`src/rtl/alu_ctrl_seq.sv`:
```
// alu_ctrl_seq: registered ALU control decoder with a multi-cycle mult/div sequencer.
//
// Decodes opcode/funct into a registered ALU select. Mult/div instructions launch a
// sequencer that occupies the datapath for MD_CYCLES cycles, then pulses hilo_we.
// Instructions that depend on HI/LO (MD, MFHI, MFLO) stall while the sequencer is busy.
//
// Ports:
//   clk       - system clock, rising edge
//   rst_n     - synchronous active-low reset
//   valid_i   - decode stage presents an instruction
//   opcode    - instruction opcode
//   funct     - R-type function field (used only when opcode == 0)
//   sel       - registered ALU select
//   sel_valid - sel belongs to an instruction accepted last cycle
//   stall     - combinational; decode must hold its instruction
//   md_start  - one-cycle launch pulse for the mult/div datapath
//   md_op     - 00 MULT, 01 MULTU, 10 DIV, 11 DIVU; held while busy
//   md_busy   - sequencer not idle
//   hilo_we   - one-cycle pulse to write the mult/div result into HI/LO
module alu_ctrl_seq #(
    parameter int unsigned SEL_W     = 4,
    parameter int unsigned MD_CYCLES = 32,
    parameter int unsigned CNT_W     = 6
) (
    input  logic             clk,
    input  logic             rst_n,
    input  logic             valid_i,
    input  logic [5:0]       opcode,
    input  logic [5:0]       funct,
    output logic [SEL_W-1:0] sel,
    output logic             sel_valid,
    output logic             stall,
    output logic             md_start,
    output logic [1:0]       md_op,
    output logic             md_busy,
    output logic             hilo_we
);

    localparam logic [SEL_W-1:0] SelAnd  = SEL_W'(0);
    localparam logic [SEL_W-1:0] SelOr   = SEL_W'(1);
    localparam logic [SEL_W-1:0] SelAdd  = SEL_W'(2);
    localparam logic [SEL_W-1:0] SelSub  = SEL_W'(3);
    localparam logic [SEL_W-1:0] SelSlt  = SEL_W'(4);
    localparam logic [SEL_W-1:0] SelSll  = SEL_W'(5);
    localparam logic [SEL_W-1:0] SelSrl  = SEL_W'(6);
    localparam logic [SEL_W-1:0] SelSra  = SEL_W'(7);
    localparam logic [SEL_W-1:0] SelLui  = SEL_W'(8);
    localparam logic [SEL_W-1:0] SelXor  = SEL_W'(9);
    localparam logic [SEL_W-1:0] SelNor  = SEL_W'(10);
    localparam logic [SEL_W-1:0] SelSltu = SEL_W'(11);
    localparam logic [SEL_W-1:0] SelMd   = SEL_W'(12);
    localparam logic [SEL_W-1:0] SelMfhi = SEL_W'(13);
    localparam logic [SEL_W-1:0] SelMflo = SEL_W'(14);
    localparam logic [SEL_W-1:0] SelNop  = SEL_W'(15);

    typedef enum logic [1:0] {StIdle, StRun, StDone} state_e;

    state_e             state_q, state_d;
    logic [CNT_W-1:0]   cnt_q, cnt_d;
    logic [SEL_W-1:0]   sel_q, sel_d;
    logic               sel_valid_q, sel_valid_d;
    logic               md_start_q, md_start_d;
    logic [1:0]         md_op_q, md_op_d;
    logic               md_busy_q, md_busy_d;
    logic               hilo_we_q, hilo_we_d;

    logic [SEL_W-1:0]   dec_sel;
    logic               is_md;
    logic               uses_hilo;
    logic               accept;

    // Instruction decode
    always_comb begin
        dec_sel = SelNop;
        case (opcode)
            6'b000000: begin
                case (funct)
                    6'b100000: dec_sel = SelAdd;
                    6'b100010: dec_sel = SelSub;
                    6'b100100: dec_sel = SelAnd;
                    6'b100101: dec_sel = SelOr;
                    6'b100110: dec_sel = SelXor;
                    6'b100111: dec_sel = SelNor;
                    6'b101010: dec_sel = SelSlt;
                    6'b101011: dec_sel = SelSltu;
                    6'b000000: dec_sel = SelSll;
                    6'b000010: dec_sel = SelSrl;
                    6'b000011: dec_sel = SelSra;
                    6'b010000: dec_sel = SelMfhi;
                    6'b010010: dec_sel = SelMflo;
                    6'b011000, 6'b011001, 6'b011010, 6'b011011: dec_sel = SelMd;
                    default:   dec_sel = SelNop;
                endcase
            end
            6'b001000: dec_sel = SelAdd;
            6'b001100: dec_sel = SelAnd;
            6'b001101: dec_sel = SelOr;
            6'b001110: dec_sel = SelXor;
            6'b001010: dec_sel = SelSlt;
            6'b001011: dec_sel = SelSltu;
            6'b001111: dec_sel = SelLui;
            6'b000100, 6'b000101: dec_sel = SelSub;
            // loads and stores use the adder for address generation
            6'b100000, 6'b100001, 6'b100011,
            6'b101000, 6'b101001, 6'b101011: dec_sel = SelAdd;
            default:   dec_sel = SelNop;
        endcase
    end

    assign is_md     = (dec_sel == SelMd);
    assign uses_hilo = is_md || (dec_sel == SelMfhi) || (dec_sel == SelMflo);
    // Busy covers DONE too, so HI/LO readers wait until the write has landed
    assign stall     = valid_i && md_busy_q && uses_hilo;
    assign accept    = valid_i && !stall;

    // Next-state logic
    always_comb begin
        state_d     = state_q;
        cnt_d       = cnt_q;
        md_op_d     = md_op_q;
        md_busy_d   = md_busy_q;
        md_start_d  = 1'b0;
        hilo_we_d   = 1'b0;
        sel_valid_d = accept;
        sel_d       = accept ? dec_sel : sel_q;

        case (state_q)
            StIdle: begin
                if (accept && is_md) begin
                    md_op_d    = funct[1:0];
                    md_start_d = 1'b1;
                    cnt_d      = CNT_W'(MD_CYCLES - 1);
                    md_busy_d  = 1'b1;
                    state_d    = StRun;
                end
            end
            StRun: begin
                if (cnt_q == '0) begin
                    hilo_we_d = 1'b1;
                    state_d   = StDone;
                end else begin
                    cnt_d = cnt_q - 1'b1;
                end
            end
            StDone: begin
                md_busy_d = 1'b0;
                state_d   = StIdle;
            end
            default: begin
                md_busy_d = 1'b0;
                state_d   = StIdle;
            end
        endcase
    end

    always_ff @(posedge clk) begin
        if (!rst_n) begin
            state_q     <= StIdle;
            cnt_q       <= '0;
            sel_q       <= SelNop;
            sel_valid_q <= 1'b0;
            md_start_q  <= 1'b0;
            md_op_q     <= 2'b00;
            md_busy_q   <= 1'b0;
            hilo_we_q   <= 1'b0;
        end else begin
            state_q     <= state_d;
            cnt_q       <= cnt_d;
            sel_q       <= sel_d;
            sel_valid_q <= sel_valid_d;
            md_start_q  <= md_start_d;
            md_op_q     <= md_op_d;
            md_busy_q   <= md_busy_d;
            hilo_we_q   <= hilo_we_d;
        end
    end

    assign sel       = sel_q;
    assign sel_valid = sel_valid_q;
    assign md_start  = md_start_q;
    assign md_op     = md_op_q;
    assign md_busy   = md_busy_q;
    assign hilo_we   = hilo_we_q;

endmodule
```
`config.mk`:
```
export PLATFORM = sky130hd
export DESIGN_NAME = alu_ctrl_seq
export DESIGN_NICKNAME = d
export VERILOG_FILES = /design/src/rtl/alu_ctrl_seq.sv
export SDC_FILE = /design/constraint.sdc
export NUM_CORES = 1
export LEC_CHECK = 0
export CORE_MARGIN = 2
export CORE_UTILIZATION = 35
export DETAILED_ROUTE_END_ITERATION = 12
export PLACE_DENSITY = 0.65
export SETUP_SLACK_MARGIN = 0.1
export SLEW_MARGIN = 20
export SYNTH_ARGS = -nofsm -noshare
export SYNTH_HDL_FRONTEND = slang
export SYNTH_SLANG_ARGS = --single-unit
```
`constraint.sdc`:
```
create_clock -name clk -period 2.82 [get_ports clk]
set_input_delay 0.423 -clock clk [delete_from_list [all_inputs] [get_ports clk]]
set_output_delay 0.423 -clock clk [all_outputs]
set_load 0.01 [all_outputs]
```
==> flow_summary.json <==
{
  "regArea_um2": 360,
  "synth_edf_count": 0,
  "startpoint": "opcode[2]",
  "port_buffers": 25,
  "synth_area_um2": 1250,
  "dp_cells": 241,
  "die_area_um2": 4080,
  "ys_async_sr_fraction_pct": 0,
  "grt_max_degree": 17,
  "die_y_um": 63.9,
  "numCtsBuffers": 3,
  "cts_tree": "done",
  "insertion_delay_ns": 0.29,
  "nets": 225,
  "grt_util_all_layers_pct": 15.9,
  "fin_crit_sh_pct": 92.0,
  "tightestPinTransition_ns": 0.490,
  "rr_worst_depth": 8,
  "drc": 0,
  "hp-class": "input port to flip-flop",
  "rrSetupSlack_ns": 0.87,
  "drtIter0Drc": 44,
  "fin_area_um2": 1860,
  "pin_count": 26,
  "synth_cells": 148,
  "grt_pass1_wl_um": 5380,
  "max-vdd-ir-drop_mv": 0.258,
  "max_clock_freq_ghz": 0.386,
  "max-slew-margin-rel_pct": 67.0,
  "synth_seq_cells": 18,
  "clkTransAtPathRegs_ns": 0.10,
  "multiInputGateArea_um2": 916,
  "root_buffer": "clkbuf_4",
  "syn_nets": 170,
  "routed_wl_um": 3180,
  "htree_levels": 1,
  "p_leak_uw": 0.000787,
  "drv_slew": 0,
  "num_antenna_cells": 0,
  "cp_max_fo": 4,
  "rsz0062_at_grt": "false",
  "fin_skew_ns": 0.00579,
  "syn_area_per_cell_um2": 8.48,
  "grt-ovfl-total": 0,
  "worstSetupStartpointType": "input port",
  "p_per_area_nw_per_um2": 300,
  "core_um2": 3390,
  "num_rows": 21,
  "yosysUniqueCellTypes": 49,
  "period_needed_ns": 2.59,
  "fillers": 310,
  "r2r_start": "cnt_q[0]",
  "finalHoldViolCount": 0,
  "die_w_um": 63.9,
  "min_path_cells": 3,
  "hpwl_um": 2450,
  "grt_pass1_vias": 1279,
  "antenna_found_initial": 0,
  "ys_seq_area_share_pct": 28.7,
  "worstSetupEndpoint": "stall",
  "drive_gt1_share_pct": 31.2,
  "wire_per_inst_um": 12.8,
  "initial_utilization_pct": 37.0,
  "placed_area_um2": 1740,
  "worstPathRequired_ns": 2.40,
  "cts_buffer_depth": 2,
  "finalNonFillerCells": 248,
  "max-cap-violations": 0,
  "yosys_warnings": 0,
  "cts.sinks": 18,
  "synthToLayoutAreaGrowth_pct": 48.6,
  "firstDrtPassIters": 4,
  "gp_congestion": 0.842,
  "drtAntennaViolNets": 0,
  "setup_viol": 0,
  "status": "completed",
  "crit_path_end_kind": "primary output",
  "vias": 1304,
  "rr_endpoint": "cnt_q[4]",
  "crit_type": "input port to primary output",
  "crit_arrival_ns": 2.17,
  "synthFlopType": "dfxtp_1",
  "vias_per_cell": 5.26
}
[through the flow]
step	hold WS (ns)	total power, µW	worst slack, ns	util, %	TNS (ns)
2_1_floorplan	0.466	325	0.321	-	0
3_3_place_gp	0.446	391	-0.605	51.3	-1.15
3_5_place_dp	0.462	395	-0.662	51.3	-2.75
4_1_cts	0.422	561	0.106	54.3	0
5_1_grt	0.420	590	0.106	55.0	0
6_report	0.423	560	0.227	55.0	0
[cell type report]
cell class | instances | share of cell area [%]
Clock buffer | 4 | 1.95
Inverter | 13 | 2.62
Multi-Input combinational cell | 112 | 49.1
Sequential cell | 18 | 19.3
Tap cell | 46 | 3.09
Timing Repair Buffer | 55 | 23.9
[how the worst min path moves through the flow]
stage | from | slack, ns | endpoint
4_1_cts | funct[1] | 0.42 | md_op[1]
3_3_place_gp | md_op[0] | 0.45 | md_op[0]
2_1_floorplan | cnt_q[5] | 0.47 | hilo_we
6_report | funct[1] | 0.42 | md_op[1]
3_5_place_dp | md_op[1] | 0.46 | md_op[1]
5_1_grt | funct[1] | 0.42 | md_op[1]
[placed cells by master (no fill, tap or decap), types with 3 or more instances in the layout]
cell type | Yosys | final
a211oi_1 | 4 | 4
buf_4 | 0 | 30
clkbuf_4 | 0 | 3
clkdlybuf4s50_1 | 0 | 13
dfxtp_1 | 18 | 18
dlygate4sd2_1 | 0 | 8
ha_1 | 7 | 5
inv_1 | 13 | 11
nand2_1 | 8 | 8
nand3_1 | 3 | 3
nor2_1 | 7 | 7
nor3_1 | 6 | 6
nor4_1 | 4 | 4
nor4b_1 | 3 | 3
o21a_1 | 7 | 7
o21ai_0 | 11 | 8
xnor2_1 | 3 | 3
[cells by family (layout without fill, tap and decap cells)]
| kind of cell | count (synthesis) | after routing | synth area share, % |
|---|---|---|---|
| buf+inv | 18 | 72 | 6.08 |
| compound gates | 45 | 45 | 26.5 |
| mux | 2 | 2 | 1.60 |
| simple gates | 53 | 53 | 26.5 |
| flops | 18 | 18 | 28.7 |
| xor+xnor | 4 | 4 | 2.79 |
| fa+ha+maj | 8 | 8 | 7.78 |
[layer usage]
metal	vias to the layer above	global-route usage, %	routed length, µm
li1	660	-	-
met1	611	18.4	1350
met2	33	30.7	1710
met3	0	3.17	115
met4	0	1.63	0
met5	-	0	0
[sequential cells by signal, summed over array words and instances, names as in the netlist]
signal     flops
cnt_q          6
sel            4
md_op          2
state_q        2
hilo_we        1
md_busy        1
md_start       1
sel_valid      1
[what timing repair did]
action / CTS / global route
pin swaps: 10 / 5
buffers inserted: 1 / 2
hold buffers: 0 / 0
gates resized for setup: 38 / 8
setup endpoints to repair: 1 / 1
[report_power, final]
| part | leakage [µW] | switching [µW] | internal, µW |
|---|---|---|---|
| Sequential | 0.000146 | 2.14 | 258 |
| Clock | 0.0000210 | 80.1 | 78.7 |
| Combinational | 0.000620 | 69.3 | 72.2 |
[cells in the mapped netlist, types with 4 or more instances]
cell | n | area [µm²]
or3_1 | 4 | 25.0
nor3_1 | 6 | 30.0
a211oi_1 | 4 | 30.0
nor2_1 | 7 | 26.3
dfxtp_1 | 18 | 360
nor2b_1 | 4 | 25.0
a311oi_1 | 4 | 35.0
inv_1 | 13 | 48.8
o21a_1 | 7 | 52.6
nand2_1 | 8 | 30.0
nor4_1 | 4 | 25.0
ha_1 | 7 | 87.6
o21ai_0 | 11 | 55.1
[critical path, cell delays in order]
cell	delay (ns)
dlygate4sd2_1	0.24
or4_4	0.54
nand2b_4	0.18
o21a_4	0.21
a2111oi_4	0.29
and2_1	0.17
buf_2	0.12
(Power assumes the default switching activity.)
